**config.mk**
```make
export PLATFORM = sky130hd
export DESIGN_NAME = alarm_ctrl_flat
export DESIGN_NICKNAME = d
export VERILOG_FILES = /design/src/rtl/alarm_ctrl_if.sv /design/src/rtl/alarm_ctrl.sv /design/src/flat_wrapper.sv
export SDC_FILE = /design/constraint.sdc
export NUM_CORES = 1
export LEC_CHECK = 0
export ABC_CLOCK_PERIOD_IN_PS = 3000
export CORE_MARGIN = 1
export CORE_UTILIZATION = 51
export CTS_CLUSTER_SIZE = 24
export DETAILED_ROUTE_END_ITERATION = 16
export GPL_TIMING_DRIVEN = 0
export HOLD_SLACK_MARGIN = 0.02
export PLACE_DENSITY = 0.84
export SKIP_CTS_REPAIR_TIMING = 1
export SLEW_MARGIN = 20
export SYNTH_ARGS = -nofsm -noshare
export SYNTH_HDL_FRONTEND = slang
export SYNTH_SLANG_ARGS = --single-unit
```
**constraint.sdc**
```tcl
create_clock -name clk -period 3 [get_ports clk]
set_input_delay 0.6 -clock clk [delete_from_list [all_inputs] [get_ports clk]]
set_output_delay 0.6 -clock clk [all_outputs]
set_load 0.01 [all_outputs]
```
**src/rtl/alarm_ctrl_if.sv**
```systemverilog
// alarm_ctrl_if: bundles the timekeeper inputs, user controls and alarm
// status outputs of alarm_ctrl.
//
// Protocol: there is no valid/ready handshake. sec_tick, set_alarm, arm,
// disarm, snooze and dismiss are single-cycle strobes, sampled on the rising
// clock edge. cur_hr/cur_min/cur_sec already show the new second on the
// cycle where sec_tick is high. All outputs are registered.
//
// Modports:
//   master - drives the time and control inputs, observes the status outputs
//   slave  - the controller itself
interface alarm_ctrl_if;
  logic       sec_tick;
  logic [4:0] cur_hr;
  logic [5:0] cur_min;
  logic [5:0] cur_sec;
  logic       set_alarm;
  logic [4:0] set_hr;
  logic [5:0] set_min;
  logic       arm;
  logic       disarm;
  logic       snooze;
  logic       dismiss;
  logic       buzzer;
  logic [1:0] state_o;
  logic [4:0] alarm_hr_o;
  logic [5:0] alarm_min_o;
  logic [2:0] snooze_cnt;
  logic       set_err;

  modport master (
    output sec_tick, cur_hr, cur_min, cur_sec,
    output set_alarm, set_hr, set_min,
    output arm, disarm, snooze, dismiss,
    input  buzzer, state_o, alarm_hr_o, alarm_min_o, snooze_cnt, set_err
  );

  modport slave (
    input  sec_tick, cur_hr, cur_min, cur_sec,
    input  set_alarm, set_hr, set_min,
    input  arm, disarm, snooze, dismiss,
    output buzzer, state_o, alarm_hr_o, alarm_min_o, snooze_cnt, set_err
  );
endinterface

```
**src/rtl/alarm_ctrl.sv**
```systemverilog
// alarm_ctrl: sequenced alarm controller (IDLE/ARMED/RINGING/SNOOZE).
//
// Ports:
//   clk  - system clock
//   rst  - asynchronous active-low reset
//   bus  - alarm_ctrl_if.slave:
//            in : sec_tick, cur_hr/min/sec, set_alarm, set_hr/min,
//                 arm, disarm, snooze, dismiss
//            out: buzzer (1 while RINGING), state_o, alarm_hr_o/alarm_min_o,
//                 snooze_cnt, set_err (one-cycle pulse on a rejected load)
//
// The programmed alarm time (alarm_*) is separate from the match target
// (tgt_*): the target is copied from the alarm registers on arm/dismiss/
// timeout and is overwritten by cur+SNOOZE_MIN on a snooze, so reloading the
// alarm registers never disturbs a snooze in progress.
module alarm_ctrl #(
  parameter int SNOOZE_MIN   = 5,
  parameter int MAX_SNOOZE   = 3,
  parameter int RING_TIMEOUT = 60
) (
  input logic          clk,
  input logic          rst,
  alarm_ctrl_if.slave  bus
);

  typedef enum logic [1:0] {
    S_IDLE    = 2'b00,
    S_ARMED   = 2'b01,
    S_RINGING = 2'b10,
    S_SNOOZE  = 2'b11
  } state_t;

  localparam logic [6:0] SNOOZE_ADD = 7'(SNOOZE_MIN);
  localparam logic [2:0] SNOOZE_LIM = 3'(MAX_SNOOZE);
  localparam logic [7:0] RING_LIM   = 8'(RING_TIMEOUT);

  state_t     state_q, state_d;
  logic       buzzer_q, buzzer_d;
  logic [4:0] alarm_hr_q, alarm_hr_d;
  logic [5:0] alarm_min_q, alarm_min_d;
  logic [2:0] snooze_cnt_q, snooze_cnt_d;
  logic       set_err_q, set_err_d;
  logic [4:0] tgt_hr_q, tgt_hr_d;
  logic [5:0] tgt_min_q, tgt_min_d;
  logic [7:0] ring_cnt_q, ring_cnt_d;

  logic       set_ok;
  logic       match;
  logic [7:0] ring_inc;
  logic       timeout;
  logic [6:0] min_sum;
  logic [6:0] hr_sum;
  logic       do_disarm, do_dismiss, do_snooze, do_arm;

  always_comb begin
    set_ok = (bus.set_hr <= 5'd23) && (bus.set_min <= 6'd59);

    // Only second 0 matches, so a rearmed alarm cannot re-fire in the same minute.
    match = bus.sec_tick && (bus.cur_sec == 6'd0) &&
            (bus.cur_hr == tgt_hr_q) && (bus.cur_min == tgt_min_q);

    ring_inc = (ring_cnt_q == 8'hFF) ? ring_cnt_q : ring_cnt_q + 8'd1;
    timeout  = bus.sec_tick && (ring_inc >= RING_LIM);

    // Snooze target = current time + SNOOZE_MIN, computed at 7 bits so the
    // sums can be compared against 60/24 before wrapping.
    min_sum = {1'b0, bus.cur_min} + SNOOZE_ADD;
    hr_sum  = {2'b00, bus.cur_hr};
    if (min_sum >= 7'd60) begin
      min_sum = min_sum - 7'd60;
      hr_sum  = hr_sum + 7'd1;
    end
    if (hr_sum >= 7'd24) begin
      hr_sum = hr_sum - 7'd24;
    end

    // Coincident controls: disarm > dismiss > snooze > arm; losers are dropped.
    do_disarm  = bus.disarm;
    do_dismiss = bus.dismiss && !bus.disarm;
    do_snooze  = bus.snooze  && !bus.disarm && !bus.dismiss;
    do_arm     = bus.arm     && !bus.disarm && !bus.dismiss && !bus.snooze;
  end

  always_comb begin
    state_d      = state_q;
    alarm_hr_d   = alarm_hr_q;
    alarm_min_d  = alarm_min_q;
    snooze_cnt_d = snooze_cnt_q;
    set_err_d    = 1'b0;
    tgt_hr_d     = tgt_hr_q;
    tgt_min_d    = tgt_min_q;
    ring_cnt_d   = ring_cnt_q;

    if (bus.set_alarm) begin
      if (set_ok) begin
        alarm_hr_d  = bus.set_hr;
        alarm_min_d = bus.set_min;
      end else begin
        set_err_d = 1'b1;
      end
    end

    if (do_disarm) begin
      state_d      = S_IDLE;
      snooze_cnt_d = 3'd0;
      ring_cnt_d   = 8'd0;
    end else begin
      case (state_q)
        S_IDLE: begin
          if (do_arm) begin
            state_d   = S_ARMED;
            tgt_hr_d  = alarm_hr_q;
            tgt_min_d = alarm_min_q;
          end
        end
        S_ARMED: begin
          if (match) begin
            state_d    = S_RINGING;
            ring_cnt_d = 8'd0;
          end
        end
        S_RINGING: begin
          if (bus.sec_tick) begin
            ring_cnt_d = ring_inc;
          end
          if (do_dismiss || (!(do_snooze && (snooze_cnt_q < SNOOZE_LIM)) && timeout)) begin
            // Dismiss and ring timeout both return to the programmed alarm.
            state_d      = S_ARMED;
            tgt_hr_d     = alarm_hr_q;
            tgt_min_d    = alarm_min_q;
            snooze_cnt_d = 3'd0;
          end else if (do_snooze && (snooze_cnt_q < SNOOZE_LIM)) begin
            state_d      = S_SNOOZE;
            snooze_cnt_d = snooze_cnt_q + 3'd1;
            tgt_hr_d     = hr_sum[4:0];
            tgt_min_d    = min_sum[5:0];
          end
        end
        S_SNOOZE: begin
          if (do_dismiss) begin
            state_d      = S_ARMED;
            tgt_hr_d     = alarm_hr_q;
            tgt_min_d    = alarm_min_q;
            snooze_cnt_d = 3'd0;
          end else if (match) begin
            state_d    = S_RINGING;
            ring_cnt_d = 8'd0;
          end
        end
        default: state_d = S_IDLE;
      endcase
    end

    buzzer_d = (state_d == S_RINGING);
  end

  always_ff @(posedge clk or negedge rst) begin
    if (!rst) begin
      state_q      <= S_IDLE;
      buzzer_q     <= 1'b0;
      alarm_hr_q   <= 5'd0;
      alarm_min_q  <= 6'd0;
      snooze_cnt_q <= 3'd0;
      set_err_q    <= 1'b0;
      tgt_hr_q     <= 5'd0;
      tgt_min_q    <= 6'd0;
      ring_cnt_q   <= 8'd0;
    end else begin
      state_q      <= state_d;
      buzzer_q     <= buzzer_d;
      alarm_hr_q   <= alarm_hr_d;
      alarm_min_q  <= alarm_min_d;
      snooze_cnt_q <= snooze_cnt_d;
      set_err_q    <= set_err_d;
      tgt_hr_q     <= tgt_hr_d;
      tgt_min_q    <= tgt_min_d;
      ring_cnt_q   <= ring_cnt_d;
    end
  end

  assign bus.buzzer      = buzzer_q;
  assign bus.state_o     = state_q;
  assign bus.alarm_hr_o  = alarm_hr_q;
  assign bus.alarm_min_o = alarm_min_q;
  assign bus.snooze_cnt  = snooze_cnt_q;
  assign bus.set_err     = set_err_q;

endmodule

```
**src/flat_wrapper.sv**
```systemverilog
// flat-port wrapper written by rule: the top's interface ports become plain ports
module alarm_ctrl_flat 
#(
  parameter int SNOOZE_MIN   = 5,
  parameter int MAX_SNOOZE   = 3,
  parameter int RING_TIMEOUT = 60
)
  (clk, rst, bus_sec_tick, bus_cur_hr, bus_cur_min, bus_cur_sec, bus_set_alarm, bus_set_hr, bus_set_min, bus_arm, bus_disarm, bus_snooze, bus_dismiss, bus_buzzer, bus_state_o, bus_alarm_hr_o, bus_alarm_min_o, bus_snooze_cnt, bus_set_err);
  alarm_ctrl_if bus_i ();
  input logic clk;
  input logic rst;
  input wire logic [$bits(bus_i.sec_tick)-1:0] bus_sec_tick;
  input wire logic [$bits(bus_i.cur_hr)-1:0] bus_cur_hr;
  input wire logic [$bits(bus_i.cur_min)-1:0] bus_cur_min;
  input wire logic [$bits(bus_i.cur_sec)-1:0] bus_cur_sec;
  input wire logic [$bits(bus_i.set_alarm)-1:0] bus_set_alarm;
  input wire logic [$bits(bus_i.set_hr)-1:0] bus_set_hr;
  input wire logic [$bits(bus_i.set_min)-1:0] bus_set_min;
  input wire logic [$bits(bus_i.arm)-1:0] bus_arm;
  input wire logic [$bits(bus_i.disarm)-1:0] bus_disarm;
  input wire logic [$bits(bus_i.snooze)-1:0] bus_snooze;
  input wire logic [$bits(bus_i.dismiss)-1:0] bus_dismiss;
  output wire logic [$bits(bus_i.buzzer)-1:0] bus_buzzer;
  output wire logic [$bits(bus_i.state_o)-1:0] bus_state_o;
  output wire logic [$bits(bus_i.alarm_hr_o)-1:0] bus_alarm_hr_o;
  output wire logic [$bits(bus_i.alarm_min_o)-1:0] bus_alarm_min_o;
  output wire logic [$bits(bus_i.snooze_cnt)-1:0] bus_snooze_cnt;
  output wire logic [$bits(bus_i.set_err)-1:0] bus_set_err;
  assign bus_i.sec_tick = bus_sec_tick;
  assign bus_i.cur_hr = bus_cur_hr;
  assign bus_i.cur_min = bus_cur_min;
  assign bus_i.cur_sec = bus_cur_sec;
  assign bus_i.set_alarm = bus_set_alarm;
  assign bus_i.set_hr = bus_set_hr;
  assign bus_i.set_min = bus_set_min;
  assign bus_i.arm = bus_arm;
  assign bus_i.disarm = bus_disarm;
  assign bus_i.snooze = bus_snooze;
  assign bus_i.dismiss = bus_dismiss;
  assign bus_buzzer = bus_i.buzzer;
  assign bus_state_o = bus_i.state_o;
  assign bus_alarm_hr_o = bus_i.alarm_hr_o;
  assign bus_alarm_min_o = bus_i.alarm_min_o;
  assign bus_snooze_cnt = bus_i.snooze_cnt;
  assign bus_set_err = bus_i.set_err;
  alarm_ctrl #(.SNOOZE_MIN(SNOOZE_MIN), .MAX_SNOOZE(MAX_SNOOZE), .RING_TIMEOUT(RING_TIMEOUT)) u_core (.clk(clk), .rst(rst), .bus(bus_i));
endmodule
```
; ---- Word level (Yosys, flattened, before mapping)
; Index checks and enable logic that the tools add are counted.
[totals]
register_bits = 37
input_bits = 36
output_inout_bits = 18
word_cells = 96
[classes]
add_sub_neg = 6
order_cmp = 6
eq_ne = 14
muxes = 33
bitwise = 1
n_reduce_logical = 27
[ops]
columns = cell, n
row1 = 8-bit 2-to-1 mux, 5
row2 = 6-bit 2-to-1 mux, 6
row3 = 5-bit 2-to-1 mux, 5
row4 = 8-bit one-hot mux with 3 select lines, 1
row5 = 6-bit one-hot mux with 3 select lines, 1
row6 = 5-bit one-hot mux with 3 select lines, 1
row7 = 1-bit logical AND, 13
row8 = 2-bit 2-to-1 mux, 6
row9 = 3-bit 2-to-1 mux, 4
row10 = 8-bit by 1-bit adder with 8-bit output (second input constant), 1
row11 = 8-bit == test (second input constant), 1
row12 = 8-bit by 6-bit greater-or-equal comparator with 1-bit output (second input constant), 1
row13 = 2-bit one-hot mux with 4 select lines, 1
row14 = 6-bit by 3-bit adder with 7-bit output (second input constant), 1
row15 = 7-bit by 6-bit greater-or-equal comparator with 1-bit output (second input constant), 1
row16 = 5-bit by 1-bit adder with 6-bit output (second input constant), 1
row17 = 2-bit == test (second input constant), 3
row18 = 6-bit == test, 1
row19 = 6-bit by 5-bit greater-or-equal comparator with 1-bit output (second input constant), 1
row20 = 6-bit less-or-equal comparator (second input constant), 1
row21 = 6-bit zero test, 1
row22 = 3-bit != test (second input constant), 2
row23 = 3-bit one-hot mux with 2 select lines, 1
row24 = 3-bit AND reduction, 2
row25 = other kinds (20), 26

; ---- Logic depth before layout (Yosys ltp)
[logic_depth]
word_depth = 11
depth_mapped = 12
depth_no_buf = 11

; ---- Least setup slack after synthesis
; OpenSTA, ideal clock, no wires.
[synth_path]
path_type = input -> register
from = input bus_cur_min[3]
to = register u_core.tgt_hr_q[4]
setup_time_ns = 0.125
t_arrival_ns = 2.861
required_time_ns = 2.875
slack_ns = 0.014
cell_stages = 11
n_path_buf = 2
cell_sequence = clkbuf_1 > buf_1 > xnor2_1 > ha_1 > a221oi_1 > nand2_1 > a22oi_4 > or3_1 > mux2i_1 > mux2_4 > mux2_4
[synth_via]
elab_chain_len = 8
word_cells_on_any_way = 9
cone_classes = add/sub (2) / order compare (2) / mux (5)
[synth_rtl]
columns = element, line
row1 = "start, declared", flat_wrapper.sv:14  ; input wire logic [$bits(bus_i.cur_min)-1:0] bus_cur_min;
row2 = 6-bit by 3-bit adder with 7-bit output (*), alarm_ctrl.sv:67  ; min_sum = {1'b0, bus.cur_min} + SNOOZE_ADD;
row3 = 7-bit by 6-bit greater-or-equal comparator with 1-bit output (*), alarm_ctrl.sv:69  ; if (min_sum >= 7'd60) begin
row4 = 6-bit 2-to-1 mux (*), alarm_ctrl.sv:69
row5 = 5-bit subtractor or 6-bit by 5-bit greater-or-equal comparator with 1-bit output (tied branches), "alarm_ctrl.sv:74, alarm_ctrl.sv:73"
row6 = 5-bit 2-to-1 mux (*), alarm_ctrl.sv:73  ; if (hr_sum >= 7'd24) begin
row7 = 5-bit 2-to-1 mux (*), alarm_ctrl.sv:132  ; end else if (do_snooze && (snooze_cnt_q < SNOOZE_LIM)) begin
row8 = 5-bit 2-to-1 mux (*), alarm_ctrl.sv:126  ; if (do_dismiss || (!(do_snooze && (snooze_cnt_q < SNOOZE_LIM)) && timeout)) begin
row9 = 5-bit one-hot mux with 3 select lines (*), alarm_ctrl.sv:108  ; case (state_q)
row10 = "end signal, assigned", alarm_ctrl.sv:175  ; tgt_hr_q <= tgt_hr_d;
row11 = "end, declared", alarm_ctrl.sv:43  ; logic [4:0] tgt_hr_q, tgt_hr_d;
; Every way passes the cells marked *; elsewhere a longest branch is shown, timed or not. The select of a mux whose other input is x is not followed.
; A chain may end at the register's enable or synchronous reset.

; ---- Worst setup path in the final report
[layout_path]
from = input bus_cur_min[2]
to = register u_core.tgt_hr_q[4]
; Same word-level chain as after synthesis.

==> out/qor.csv <==
stage,metric,value,unit
outcome,outcome,"complete, no violations",
clock_network,clk_pin_slew,0.09,ns
routing,firstDrtPassIters,4,
logic_synthesis,synthCells,266,
global_route,grt.total_usage,0.245,
clock_network,cts_buffer_depth,2,
routing,drc,0,
global_route,grt_pass1_vias,2086,
routing,m1WireLength,2760,um
logic_synthesis,ys_seq_area_frac,0.364,
timing,skew,0.0114,ns
logic_synthesis,synth_top_area_frac,0.364,
timing,relSlewSlack,0.652,
logic_synthesis,synth-edff-count,0,
power_and_ir_drop,power_density,427,nW/um^2
place,gp_congestion,0.855,
finish,drive_gt1_frac,0.190,
timing,setup_violations,0,
global_route,antenna_found_initial,0,
global_route,grt_max_degree,26,
critical_path,cp-end-kind,register,
routing,detail_route.wl_per_cell,15.6,um
routing,wirelength,6220,um
critical_path,cp_max_fo,9,
timing,fin_crit,2.89,ns
flow_run,drv_cap,0,
logic_synthesis,ys_async_sr_fraction,1.00,
floorplan,rows,25,
routing,wl_met3,310,um
floorplan,die_x,72.6,um
worst_hold_path,min_path_type,primary input to asynchronous set/reset pin,
timing,hold_viol,0,
routing,wl_met2,2960,um
routing,first_iter_violations,194,
finish,post-route-util,0.700,
place,io_buffers,48,
global_route,grt_overflow_total,0,
critical_path,critPathRequiredTime,3.19,ns
clock_network,root_buffer,clkbuf_8,
floorplan,start_util,0.534,
logic_synthesis,postSynthAreaPerCell,9.55,um^2
logic_synthesis,synth_area_leaders,"dfrtp_1 36%, xnor2_1 6.5%, mux2_2 5.3%",
logic_synthesis,syn-cell-area,2540,um^2
logic_synthesis,ys.flop_type,dfrtp_1,
critical_path,worstPathArrival,3.08,ns
floorplan,die_h,72.6,um
routing,vias,2304,
clock_network,tritoncts,built,
logic_synthesis,synth_seq_cells,37,
routing,ant_nets,0,
global_route,grt_pass1_wl,9950,um
timing,fin_crit_sh,0.962,
place,hpwl,4490,um
clock_network,cts_buffers,5,
power_and_ir_drop,vdd_drop_max,0.320,mV
logic_synthesis,yosysUniqueCellTypes,64,
timing,worstMarginPinSlew,0.522,ns
logic_synthesis,synth_commonest_cells,"37 x dfrtp_1, 21 x nor2_1, 19 x xnor2_1",
place,place_inst,382,
clock_network,clock_sinks,37,
logic_synthesis,yosysTopAreaCell,dfrtp_1,
routing,routed.top_layer,met4,
finish,fin_cells,398,
finish,finish.net_count,372,
routing,viasPerCell,5.79,
power_and_ir_drop,power.leakage,1.36,nW
clock_network,clk_latency,0.30,ns
floorplan,die-area,5270,um^2
critical_path,worstSetupStartpointType,primary input,
timing,fmax,346,MHz
floorplan,coreArea,4750,um^2
critical_path,path_class,primary input to register,
timing,slew_violations,0,
timing,holdWs,0.179,ns
logic_synthesis,yosysWarnings,0,
logic_synthesis,syn-num-nets,308,
finish,num_antenna_cells,0,
floorplan,ios,54,
logic_synthesis,synth.most_common_cell,dfrtp_1,
clock_network,htreeDepth,2,
finish,area_growth,30.9,%
## cells in the final DEF, fill, tap and decap left out, types with 3 or more instances in the layout
cell type        instances
clkdlybuf4s50_1         45
dfrtp_1                 37
nor2_1                  21
xnor2_1                 19
nand2_1                 16
nand3_1                 12
mux2_2                  12
a21oi_1                 10
buf_4                    9
inv_1                    7
nor2b_1                  7
o21ai_1                  7
nand4_1                  7
o21ai_0                  7
a31oi_1                  7
mux2i_1                  6
buf_2                    6
o22ai_1                  5
ha_1                     5
clkbuf_8                 5
clkbuf_1                 4
mux2_4                   4
clkbuf_2                 3
nand2b_1                 3
nand3b_1                 3
a31o_1                   3
nor3_1                   3
o22a_1                   3
## cells by family after synthesis
group           count (synthesis)  synth area share
simple gates                   96             0.217
compound gates                 63             0.180
flops                          37             0.364
buf+inv                        22            0.0394
mux                            22             0.100
xor+xnor                       19            0.0655
fa+ha+maj                       7            0.0335
## state kept, by name, indices dropped and copies added, names as in the netlist
signal                  count
u_core.tgt_min_q            6
u_core.bus.set_err          1
u_core.ring_cnt_q           8
u_core.bus.buzzer           1
u_core.tgt_hr_q             5
u_core.bus.state_o          2
u_core.bus.alarm_min_o      6
u_core.bus.alarm_hr_o       5
u_core.bus.snooze_cnt       3
## metrics by stage
step	total power [mW]	setup slack (ns)	cell area [um^2]	TNS, ns
2_1_floorplan	0.812	0.0142	2540	0
4_1_cts	1.41	-0.397	3240	-1.29
3_3_place_gp	0.952	-0.623	3110	-2.41
3_5_place_dp	0.968	-0.711	3120	-3.21
6_report	1.42	0.114	3330	0
5_1_grt	1.49	-0.00470	3330	-0.00470
## path summary, 6_finish.rpt
kind,slack [ns],endpoint,cells past startpoint,start
worst min register to register,0.54,u_core.bus.alarm_min_o[2]$_DFFE_PN0P_,1,u_core.bus.alarm_min_o[2]$_DFFE_PN0P_
worst max-delay path,0.11,u_core.tgt_hr_q[4]$_DFFE_PN0P_,12,bus_cur_min[2]
worst min-delay path,0.18,u_core.bus.state_o[0]$_DFF_PN0_,1,rst
max in group asynchronous,2.38,u_core.ring_cnt_q[5]$_DFFE_PN0P_,2,rst
worst max register to register,0.41,u_core.tgt_min_q[5]$_DFFE_PN0P_,7,u_core.ring_cnt_q[0]$_DFFE_PN0P_
min in group clk,0.54,u_core.bus.alarm_min_o[2]$_DFFE_PN0P_,1,u_core.bus.alarm_min_o[2]$_DFFE_PN0P_
## layer usage
layer	global-route usage	vias to the layer above
li1	-	1104
met3	0.0456	17
met4	0.100	0
met2	0.390	84
met5	0	-
met1	0.331	1099
## power breakdown
part	internal [mW]	switching [mW]	total, mW
registers	0.561	0.0517	0.612
logic	0.209	0.157	0.365
clock network	0.249	0.193	0.442
## worst max-delay path, stage by stage
cell,delay (ns)
clkdlybuf4s50_1,0.51
buf_6,0.15
nor2_1,0.06
xnor2_1,0.16
ha_2,0.23
a221oi_2,0.23
nand2_1,0.14
a22oi_4,0.26
or3_1,0.15
mux2i_1,0.07
mux2_4,0.26
mux2_4,0.25
## cell type report
cell class                 instances  area [um^2]
inverter                           7         26.3
fill                             358         1430
multi-input combinational        207         1530
tap                               67         83.8
timing repair buffer              58          568
buffer                            14         77.6
clock buffer                       5         68.8
clock inverter                     3         46.3
sequential                        37          926
Power figures use the tool's default switching activity.
